[config.mk]
export PLATFORM = sky130hd
export DESIGN_NAME = qspi_psram_target
export DESIGN_NICKNAME = d
export VERILOG_FILES = /design/src/rtl/qspi_psram_target.sv
export SDC_FILE = /design/constraint.sdc
export NUM_CORES = 1
export LEC_CHECK = 0
export ABC_AREA = 1
export BUFFER_PORTS_ARGS = -buffer_cell sky130_fd_sc_hd__buf_2
export CORE_MARGIN = 5
export CORE_UTILIZATION = 54
export CTS_CLUSTER_SIZE = 40
export DETAILED_ROUTE_END_ITERATION = 10
export PLACE_DENSITY = 0.77
export SLEW_MARGIN = 20
export SYNTH_ARGS = -nofsm -noshare
export SYNTH_HDL_FRONTEND = slang
export SYNTH_SLANG_ARGS = --single-unit
[constraint.sdc]
create_clock -name clock -period 1.8 [get_ports clock]
set_input_delay 0.09 -clock clock [delete_from_list [all_inputs] [get_ports clock]]
set_output_delay 0.09 -clock clock [all_outputs]
set_load 0.02 [all_outputs]
[src/rtl/qspi_psram_target.sv]
// QSPI/SPI PSRAM responder: oversamples csn/sck/IO on the system clock and serves a byte-wide memory port.
// Optional QPI support is compiled in when QSPI_TARGET_QUAD_EN is defined; otherwise only SPI 0x0B/0x02 exist.
module qspi_psram_target #(
  parameter int ADDR_BITS   = 24,
  parameter int SYNC_STAGES = 2
) (
  input  logic                 clock,
  input  logic                 resetn,
  input  logic                 csn,
  input  logic                 sck,
  input  logic [3:0]           data_i,
  output logic [3:0]           data_o,
  output logic [3:0]           data_oe,
  output logic [ADDR_BITS-1:0] mem_addr,
  output logic                 mem_re,
  input  logic [7:0]           mem_rdata,
  output logic                 mem_we,
  output logic [7:0]           mem_wdata,
  output logic                 quad_mode
);

`ifdef QSPI_TARGET_QUAD_EN
  localparam logic QUAD_EN = 1'b1;
`else
  localparam logic QUAD_EN = 1'b0;
`endif

  typedef enum logic [2:0] {IDLE, CMD, ADDR, DUMMY, RDATA, WDATA, IGNORE} state_t;

  logic [SYNC_STAGES-1:0]      csn_sync;
  logic [SYNC_STAGES-1:0]      sck_sync;
  logic [SYNC_STAGES-1:0][3:0] data_sync;
  logic                        sck_prev;

  always_ff @(posedge clock or negedge resetn) begin
    if (!resetn) begin
      csn_sync  <= '1;
      sck_sync  <= '0;
      data_sync <= '0;
      sck_prev  <= 1'b0;
    end else begin
      csn_sync  <= {csn_sync[SYNC_STAGES-2:0], csn};
      sck_sync  <= {sck_sync[SYNC_STAGES-2:0], sck};
      data_sync <= {data_sync[SYNC_STAGES-2:0], data_i};
      sck_prev  <= sck_sync[SYNC_STAGES-1];
    end
  end

  logic       csn_s;
  logic       rise;
  logic       fall;
  logic [3:0] din;
  assign csn_s = csn_sync[SYNC_STAGES-1];
  assign rise  = sck_sync[SYNC_STAGES-1] & ~sck_prev;
  assign fall  = ~sck_sync[SYNC_STAGES-1] & sck_prev;
  assign din   = data_sync[SYNC_STAGES-1];

  state_t      state;
  logic [4:0]  cnt;
  logic [7:0]  shift_in;
  logic [23:0] addr_reg;
  logic        is_read;
  logic [7:0]  dout_shift;
  logic [7:0]  rd_byte;
  logic        rd_pending;

  logic [4:0]  step;
  logic [4:0]  cnt_nx;
  logic [4:0]  dummy_len;
  logic [7:0]  shift_nx;
  logic [23:0] addr_nx;
  logic [23:0] addr_inc;
  logic [7:0]  src_byte;
  logic        rd_cmd;
  logic        wr_cmd;

  always_comb begin
    step      = quad_mode ? 5'd4 : 5'd1;
    cnt_nx    = cnt + step;
    dummy_len = quad_mode ? 5'd6 : 5'd8;
    shift_nx  = quad_mode ? {shift_in[3:0], din} : {shift_in[6:0], din[0]};
    addr_nx   = quad_mode ? {addr_reg[19:0], din} : {addr_reg[22:0], din[0]};
    addr_inc  = addr_reg + 24'd1;
    // The first unit of every byte comes from the prefetched byte, the rest from the shifter.
    src_byte  = (cnt == 5'd0) ? rd_byte : dout_shift;
    rd_cmd    = quad_mode ? (shift_nx == 8'hEB) : (shift_nx == 8'h0B);
    wr_cmd    = quad_mode ? (shift_nx == 8'h38) : (shift_nx == 8'h02);
  end

  always_ff @(posedge clock or negedge resetn) begin
    if (!resetn) begin
      state      <= IDLE;
      cnt        <= '0;
      shift_in   <= '0;
      addr_reg   <= '0;
      is_read    <= 1'b0;
      dout_shift <= '0;
      rd_byte    <= '0;
      rd_pending <= 1'b0;
      data_o     <= '0;
      data_oe    <= '0;
      mem_addr   <= '0;
      mem_re     <= 1'b0;
      mem_we     <= 1'b0;
      mem_wdata  <= '0;
      quad_mode  <= 1'b0;
    end else begin
      mem_re     <= 1'b0;
      mem_we     <= 1'b0;
      rd_pending <= mem_re;
      if (rd_pending)
        rd_byte <= mem_rdata;

      // Deselect overrides any sck edge seen on the same clock.
      if (csn_s) begin
        state   <= IDLE;
        cnt     <= '0;
        data_o  <= '0;
        data_oe <= '0;
      end else begin
        case (state)
          IDLE: begin
            state <= CMD;
            cnt   <= '0;
          end
          CMD: if (rise) begin
            shift_in <= shift_nx;
            if (cnt_nx == 5'd8) begin
              cnt <= '0;
              if (shift_nx == 8'h35) begin
                quad_mode <= QUAD_EN;
                state     <= IGNORE;
              end else if (shift_nx == 8'hF5) begin
                quad_mode <= 1'b0;
                state     <= IGNORE;
              end else if (rd_cmd) begin
                is_read <= 1'b1;
                state   <= ADDR;
              end else if (wr_cmd) begin
                is_read <= 1'b0;
                state   <= ADDR;
              end else begin
                state <= IGNORE;
              end
            end else begin
              cnt <= cnt_nx;
            end
          end
          ADDR: if (rise) begin
            addr_reg <= addr_nx;
            if (cnt_nx == 5'd24) begin
              cnt <= '0;
              if (is_read) begin
                mem_re   <= 1'b1;
                mem_addr <= addr_nx[ADDR_BITS-1:0];
                state    <= DUMMY;
              end else begin
                state <= WDATA;
              end
            end else begin
              cnt <= cnt_nx;
            end
          end
          DUMMY: if (rise) begin
            if (cnt + 5'd1 == dummy_len) begin
              cnt   <= '0;
              state <= RDATA;
            end else begin
              cnt <= cnt + 5'd1;
            end
          end
          RDATA: if (fall) begin
            data_oe    <= quad_mode ? 4'b1111 : 4'b0010;
            data_o     <= quad_mode ? src_byte[7:4] : {2'b00, src_byte[7], 1'b0};
            dout_shift <= quad_mode ? {src_byte[3:0], 4'b0000} : {src_byte[6:0], 1'b0};
            cnt        <= (cnt_nx == 5'd8) ? 5'd0 : cnt_nx;
            // Fetch the following byte while this one is still being shifted out.
            if (cnt == 5'd0) begin
              mem_re   <= 1'b1;
              addr_reg <= addr_inc;
              mem_addr <= addr_inc[ADDR_BITS-1:0];
            end
          end
          WDATA: if (rise) begin
            shift_in <= shift_nx;
            if (cnt_nx == 5'd8) begin
              cnt       <= '0;
              mem_we    <= 1'b1;
              mem_wdata <= shift_nx;
              mem_addr  <= addr_reg[ADDR_BITS-1:0];
              addr_reg  <= addr_inc;
            end else begin
              cnt <= cnt_nx;
            end
          end
          IGNORE: begin
            data_oe <= '0;
          end
          default: state <= IDLE;
        endcase
      end
    end
  end

endmodule
**Word-level counts from Yosys, hierarchy flattened**

Index checks and enable logic that the tools add are counted.

- Bits in registers: 113
- Input bits: 16
- Word-level logic and storage cells: 148

- Equality and inequality tests: 31
- Add/sub/neg operators: 3
- Multiplexer cells: 65
- Bitwise gates (word level): 7
- Reduce and logical (&&, ||, !) cells: 22

Operators by type and width:

| cell | count |
|---|---|
| $mux W24 | 11 |
| $pmux W24 S3 | 2 |
| $mux W5 | 8 |
| $mux W3 | 13 |
| $mux W4 | 8 |
| $pmux W5 S5 | 1 |
| $add A24 B1 Y24 const B | 1 |
| $mux W8 | 3 |
| $ne A3 B3 Y1 const B | 7 |
| $reduce_and A7 Y1 | 3 |
| $eq A8 B6 Y1 const B | 2 |
| $eq A8 B8 Y1 const B | 2 |
| $mux W1 | 16 |
| $pmux W3 S5 | 1 |
| $ne A2 B2 Y1 const B | 7 |
| $reduce_and A5 Y1 | 2 |
| $eq A3 B3 Y1 const B | 3 |
| $reduce_and A9 Y1 | 1 |
| $eq A8 B2 Y1 const B | 1 |
| $eq A8 B4 Y1 const B | 1 |
| $pmux W4 S2 | 1 |
| $reduce_bool A2 Y1 | 4 |
| $eq A3 B2 Y1 const B | 2 |
| $reduce_and A3 Y1 | 2 |
| other kinds (19) | 26 |

**Longest topological paths before layout**

- Word-level depth: 11
- Gate-level depth with buffers: 15
- Mapped depth without buffers: 14

**Worst setup path after synthesis**

No wires, ideal clock.

- Path type: reg2reg
- From: reg cnt[0]
- To: reg mem_addr[1]
- Stages on the path, launching flop included: 16
- Path slack: 0.017 ns
- Arrival: 1.670 ns
- Cell sequence: dfrtp_1 > inv_1 > ha_1 > inv_1 > nor2_1 > nand2_2 > nand2_2 > nand2_1 > nor2_2 > nand2_1 > nor2_4 > buf_6 > buf_6 > nand3_2 > nand2_1 > inv_1

- Cells in the longest elaborated chain, start to end: 4
- Elaborated cells on any way between the ends: 8
- Classes of those cells: add/sub (1); eq/ne (5); reduce/logical (2)

Ends and longest elaborated chain:

| item | RTL line | source |
|---|---|---|
| start, declared | 59 | `logic [4:0] cnt;` |
| start signal, assigned | 146 | `cnt <= cnt_nx;` |
| start signal, assigned | 161 | `cnt <= cnt_nx;` |
| start signal, assigned | 169 | `cnt <= cnt + 5'd1;` |
| $add A5 B3 Y5 | 79 | `cnt_nx = cnt + step;` |
| $eq A5 B5 Y1 / $eq A5 B4 Y1 (equally long branches) | 151, 186 |  |
| $ne A2 B2 Y1 (no source line) | n/a |  |
| $reduce_and A9 Y1 (no source line) * | n/a |  |
| end signal, assigned | 155 | `mem_addr <= addr_nx[ADDR_BITS-1:0];` |
| end signal, assigned | 181 | `mem_addr <= addr_inc[ADDR_BITS-1:0];` |
| end signal, assigned | 190 | `mem_addr <= addr_reg[ADDR_BITS-1:0];` |
| end, declared | 14 | `output logic [ADDR_BITS-1:0] mem_addr,` |

Mark *: on every way between the ends. The rest lies on a longest branch, timed or not.
A chain may end at the register's enable or synchronous reset.

**Worst setup path in the final report**

- From: reg cnt[0]
- To: reg mem_addr[0]

Same word-level chain as after synthesis.

==> reports/results.txt <==
The run finished, with violations left. The checks that failed: setup timing. The number of antenna diodes in the final layout is 0. Once detail routing completed, the nets flagged for antenna violations numbered 0. The final wirelength came out at 14800 um. For the initial antenna violation count, the log shows 0. Of all nets on the critical path, the largest fanout is 8.

The tools report the core area as 0.0104 mm^2. Setup repair after global routing could not meet its margin everywhere. Worst clock skew: 0.0133 ns. The startpoint identified for the worst register-to-register timing path is cnt[0]$_DFFE_PN0P_. By area the synthesized netlist is led by dfrtp_1 (42%), nand2_1 (16%), inv_1 (7.2%). The clock tree root driver cell is clkbuf_8. The tools report the element type at the critical path end as a register. The finished layout holds 1067 standard cells, fillers aside. 59 I/O pins were placed.

The run gives 5560 as the total number of vias. The required time of the worst setup path was 2.08 ns. After layout, the minimum clock period comes to 1.97 ns. The area overhead of the layout relative to synthesis was 23.4%; the power per standard cell area was 1320 mW/mm^2.

The largest net degree at the start of global routing was 56; the switching portion of total power was 44.8%. Timing analysis after detailed placement gives a worst setup slack of -0.0899 ns. The post-synthesis instance area is 0.00581 mm^2, and the detailed-routing iteration count for the pre-antenna-repair pass is 6.

In this run the power spent charging and discharging nets is 4.25 mW. The number of enable-type register cells in the synthesized netlist is 0. The final critical path takes up 109% of the cycle. In the routed design, unresolved DRC markers number 0. The die width is 114 um, and the maximum vdd ir drop is 0.846 mV. Routed length per instance: 13.9 um. The design draws 9.49 mW. The run gives 37 as the cell row count. The kind of path behind the tightest hold check was input pin to async pin. The run gives 1021 as the number of placed instances with taps included.

The worst setup path is of the register to register kind. Async set or reset register ratio after synthesis: 100%. The run gives 14.9% as the share of power burned in the clock network. The placed wire-length estimate after detailed placement was 9500 um; the post-detailed-route via-to-cell ratio was 5.21. The analysis attributes to cell leakage a power of 3.63 nW. Of the post-synthesis cell area, the dominant cell type holds 41.8%.

The detailed router's first-iteration violation count was 384; the CTS clock-pin slew for the worst setup and hold paths was 0.10 ns. The via count of the first global-routing pass came out at 5210. The worst register-to-register path has a depth of 14. The final count of hold timing violations came out at 0. The worst register-to-register path has a setup slack of -0.17 ns. The post-route netlist has 21.6% of its cells at a drive strength greater than 1. The synthesized design contains 99 register bits.

For this run, the register share of the synthesized area comes to 42.7%. The logs give 24100 um for the wire length of the first global-routing pass and 879 for the count of filler cells inserted in the layout. Part of the power in combinational logic: 51.1%. The relative contribution of sequential cells to total power is 33.9%, and the sum of negative setup slack is -5.76 ns. The clock drives 99 sinks. The commonest register cell after synthesis was dfrtp_1. The run gives 0 as the number of synthesis warnings. Cell internal power was estimated by the tool at 5.24 mW. The tool flagged a number of max-cap violations equal to 0. The tools report the number of max-slew violations in the final report as 0. For this run the aggregate overflow at the end of global routing stands at 0. The floorplan step defined a die boundary enclosing 0.0129 mm^2. Cell taking the most area after synthesis: dfrtp_1. For the smallest hold slack, the log shows 0.104 ns. The quantity of I/O buffers inserted on ports was 48.

TritonCTS built the clock tree. The capture point of the worst reg-to-reg path was mem_addr[0]$_DFFE_PN0P_. The initial utilization of the core area, before any placement, comes to 55.8%.

The number of standard cells after synthesis is 825. The tools report the number of buffers between clock root and the deepest sink as 2. The tools report the worst-case setup margin in the final layout as -0.170 ns.

Routability-driven placement congestion ratio: 0.884. The tools report the number of CTS-inserted buffers as 9. The tools report the top achievable clock speed as 508 MHz. In the global route stage, overall resource usage came out at 22.7%.

For the insertion delay of the later-clocked pin in the worst-skew pair, the log shows 0.40 ns. Setup violations remaining at the end of the flow were counted as 48. Data arrives at the worst endpoint at 2.25 ns. The worst setup path is launched from a register. The floorplan step set the die height to 114 um. The number of H-tree levels came out at 3. The distinct cell type count of the synthesized netlist is 39.

Averaged over all synthesized cells, the footprint is 7.04 um^2. The layout net count is 945.
-- power by group through the flow --
stage | sequential [mW] | combinational, mW | clock [mW]
detailed placement | 3.24 | 3.89 | 0
finish | 3.22 | 4.86 | 1.42
global route | 3.30 | 5.36 | 1.55
global placement | 3.23 | 3.81 | 0
CTS | 3.20 | 4.00 | 1.45
floorplan | 3.49 | 2.48 | 0
-- synthesized netlist by cell type, types with 2 or more instances --
cell,count
nand2_1,247
inv_1,112
dfrtp_1,97
nand3_1,79
nor2_1,72
o21ai_0,71
a21oi_1,20
o21ai_1,17
buf_4,12
nand4_1,12
clkbuf_1,8
buf_2,7
buf_6,7
nand2_2,6
nand3b_1,6
nor2_2,5
nor3_1,5
o22ai_1,5
nand3_2,4
nor2_4,4
xor2_1,4
buf_1,3
ha_1,3
dfstp_2,2
inv_2,2
inv_4,2
-- cells by family after synthesis --
group	after synthesis	synth area share (%)
flip-flops	99	42.7
AND/OR/NAND/NOR	442	32.9
XOR/XNOR	5	0.754
AO/OA/AOI/OAI	121	11.0
multiplexers	1	0.194
buffers and inverters	153	11.8
other	1	0.0646
adder cells (fa/ha/maj)	3	0.646
-- how the worst max path moves through the flow --
stage,startpoint,endpoint,slack (ns),cells past startpoint
after floorplan,cnt[0]$_DFFE_PN0P_,mem_addr[1]$_DFFE_PN0P_,0.02,15
after global placement,cnt[0]$_DFFE_PN0P_,mem_addr[0]$_DFFE_PN0P_,-0.03,9
after detailed placement,cnt[0]$_DFFE_PN0P_,mem_addr[11]$_DFFE_PN0P_,-0.09,11
after CTS,cnt[0]$_DFFE_PN0P_,mem_addr[8]$_DFFE_PN0P_,-0.05,14
after global routing,cnt[0]$_DFFE_PN0P_,mem_addr[7]$_DFFE_PN0P_,-0.28,15
final,cnt[0]$_DFFE_PN0P_,mem_addr[0]$_DFFE_PN0P_,-0.17,14
-- stage by stage --
stage | cell area (um^2) | utilization (%)
2_1_floorplan | 5830 | -
3_3_place_gp | 6360 | 61.0
3_5_place_dp | 6360 | 61.0
4_1_cts | 6720 | 64.5
5_1_grt | 7170 | 68.8
6_report | 7170 | 68.8
-- cells in the final DEF, fill, tap and decap left out, types with 5 or more instances in the layout --
| cell type | instances |
|---|---|
| nand3_1 | 76 |
| dlygate4sd3_1 | 12 |
| buf_12 | 7 |
| nand2_1 | 227 |
| nand2_4 | 6 |
| a21oi_1 | 17 |
| nor3_1 | 5 |
| nor2_4 | 5 |
| nand2_2 | 20 |
| clkbuf_16 | 5 |
| conb_1 | 7 |
| nor2_1 | 68 |
| dfrtp_1 | 95 |
| nand3_2 | 6 |
| clkbuf_8 | 9 |
| o21ai_2 | 11 |
| o21ai_0 | 57 |
| nand3b_1 | 6 |
| o21ai_1 | 20 |
| buf_4 | 44 |
| buf_2 | 47 |
| o22ai_1 | 5 |
| nand4_1 | 12 |
| inv_2 | 6 |
| buf_6 | 5 |
| inv_1 | 108 |
| nor2_2 | 8 |
-- worst max-delay path: stages (launching register included) --
cell,delay [ns]
dfrtp_1,0.45
inv_2,0.10
ha_4,0.13
inv_2,0.04
nor2_4,0.10
nand2_2,0.08
nand2_2,0.07
nand2_2,0.05
nor2_2,0.12
nand2_2,0.08
nor2_4,0.18
clkbuf_16,0.22
nand2_8,0.09
nand2_1,0.06
o21ai_1,0.07
-- per-layer routing --
layer  vias up  track usage, %  routed length [um]
li1       2802               -                   -
met1      2556            32.1                6840
met2       172            34.8                6740
met3        30            5.46                 930
met4         0            6.73                 274
met5         -               0                   0
-- repair_timing --
| item | in CTS | in global routing |
|---|---|---|
| hold endpoints to repair | 108 | 0 |
| hold buffers | 12 | 0 |
| gates resized for setup | 9 | 78 |
| pin swaps | 2 | 20 |
| gates cloned | 0 | 8 |
| setup endpoints to repair | 42 | 64 |
| buffers inserted | 3 | 7 |
-- final cells by class --
type	count	area [um^2]	share of cell area [%]
multi-input combinational	580	2890	40.3
inverter	116	440	6.14
tap	136	170	2.37
clock inverter	6	55.1	0.768
timing repair buffer	120	1010	14.0
clock buffer	10	128	1.78
sequential	99	2480	34.6
Power figures use the tool's default switching activity.
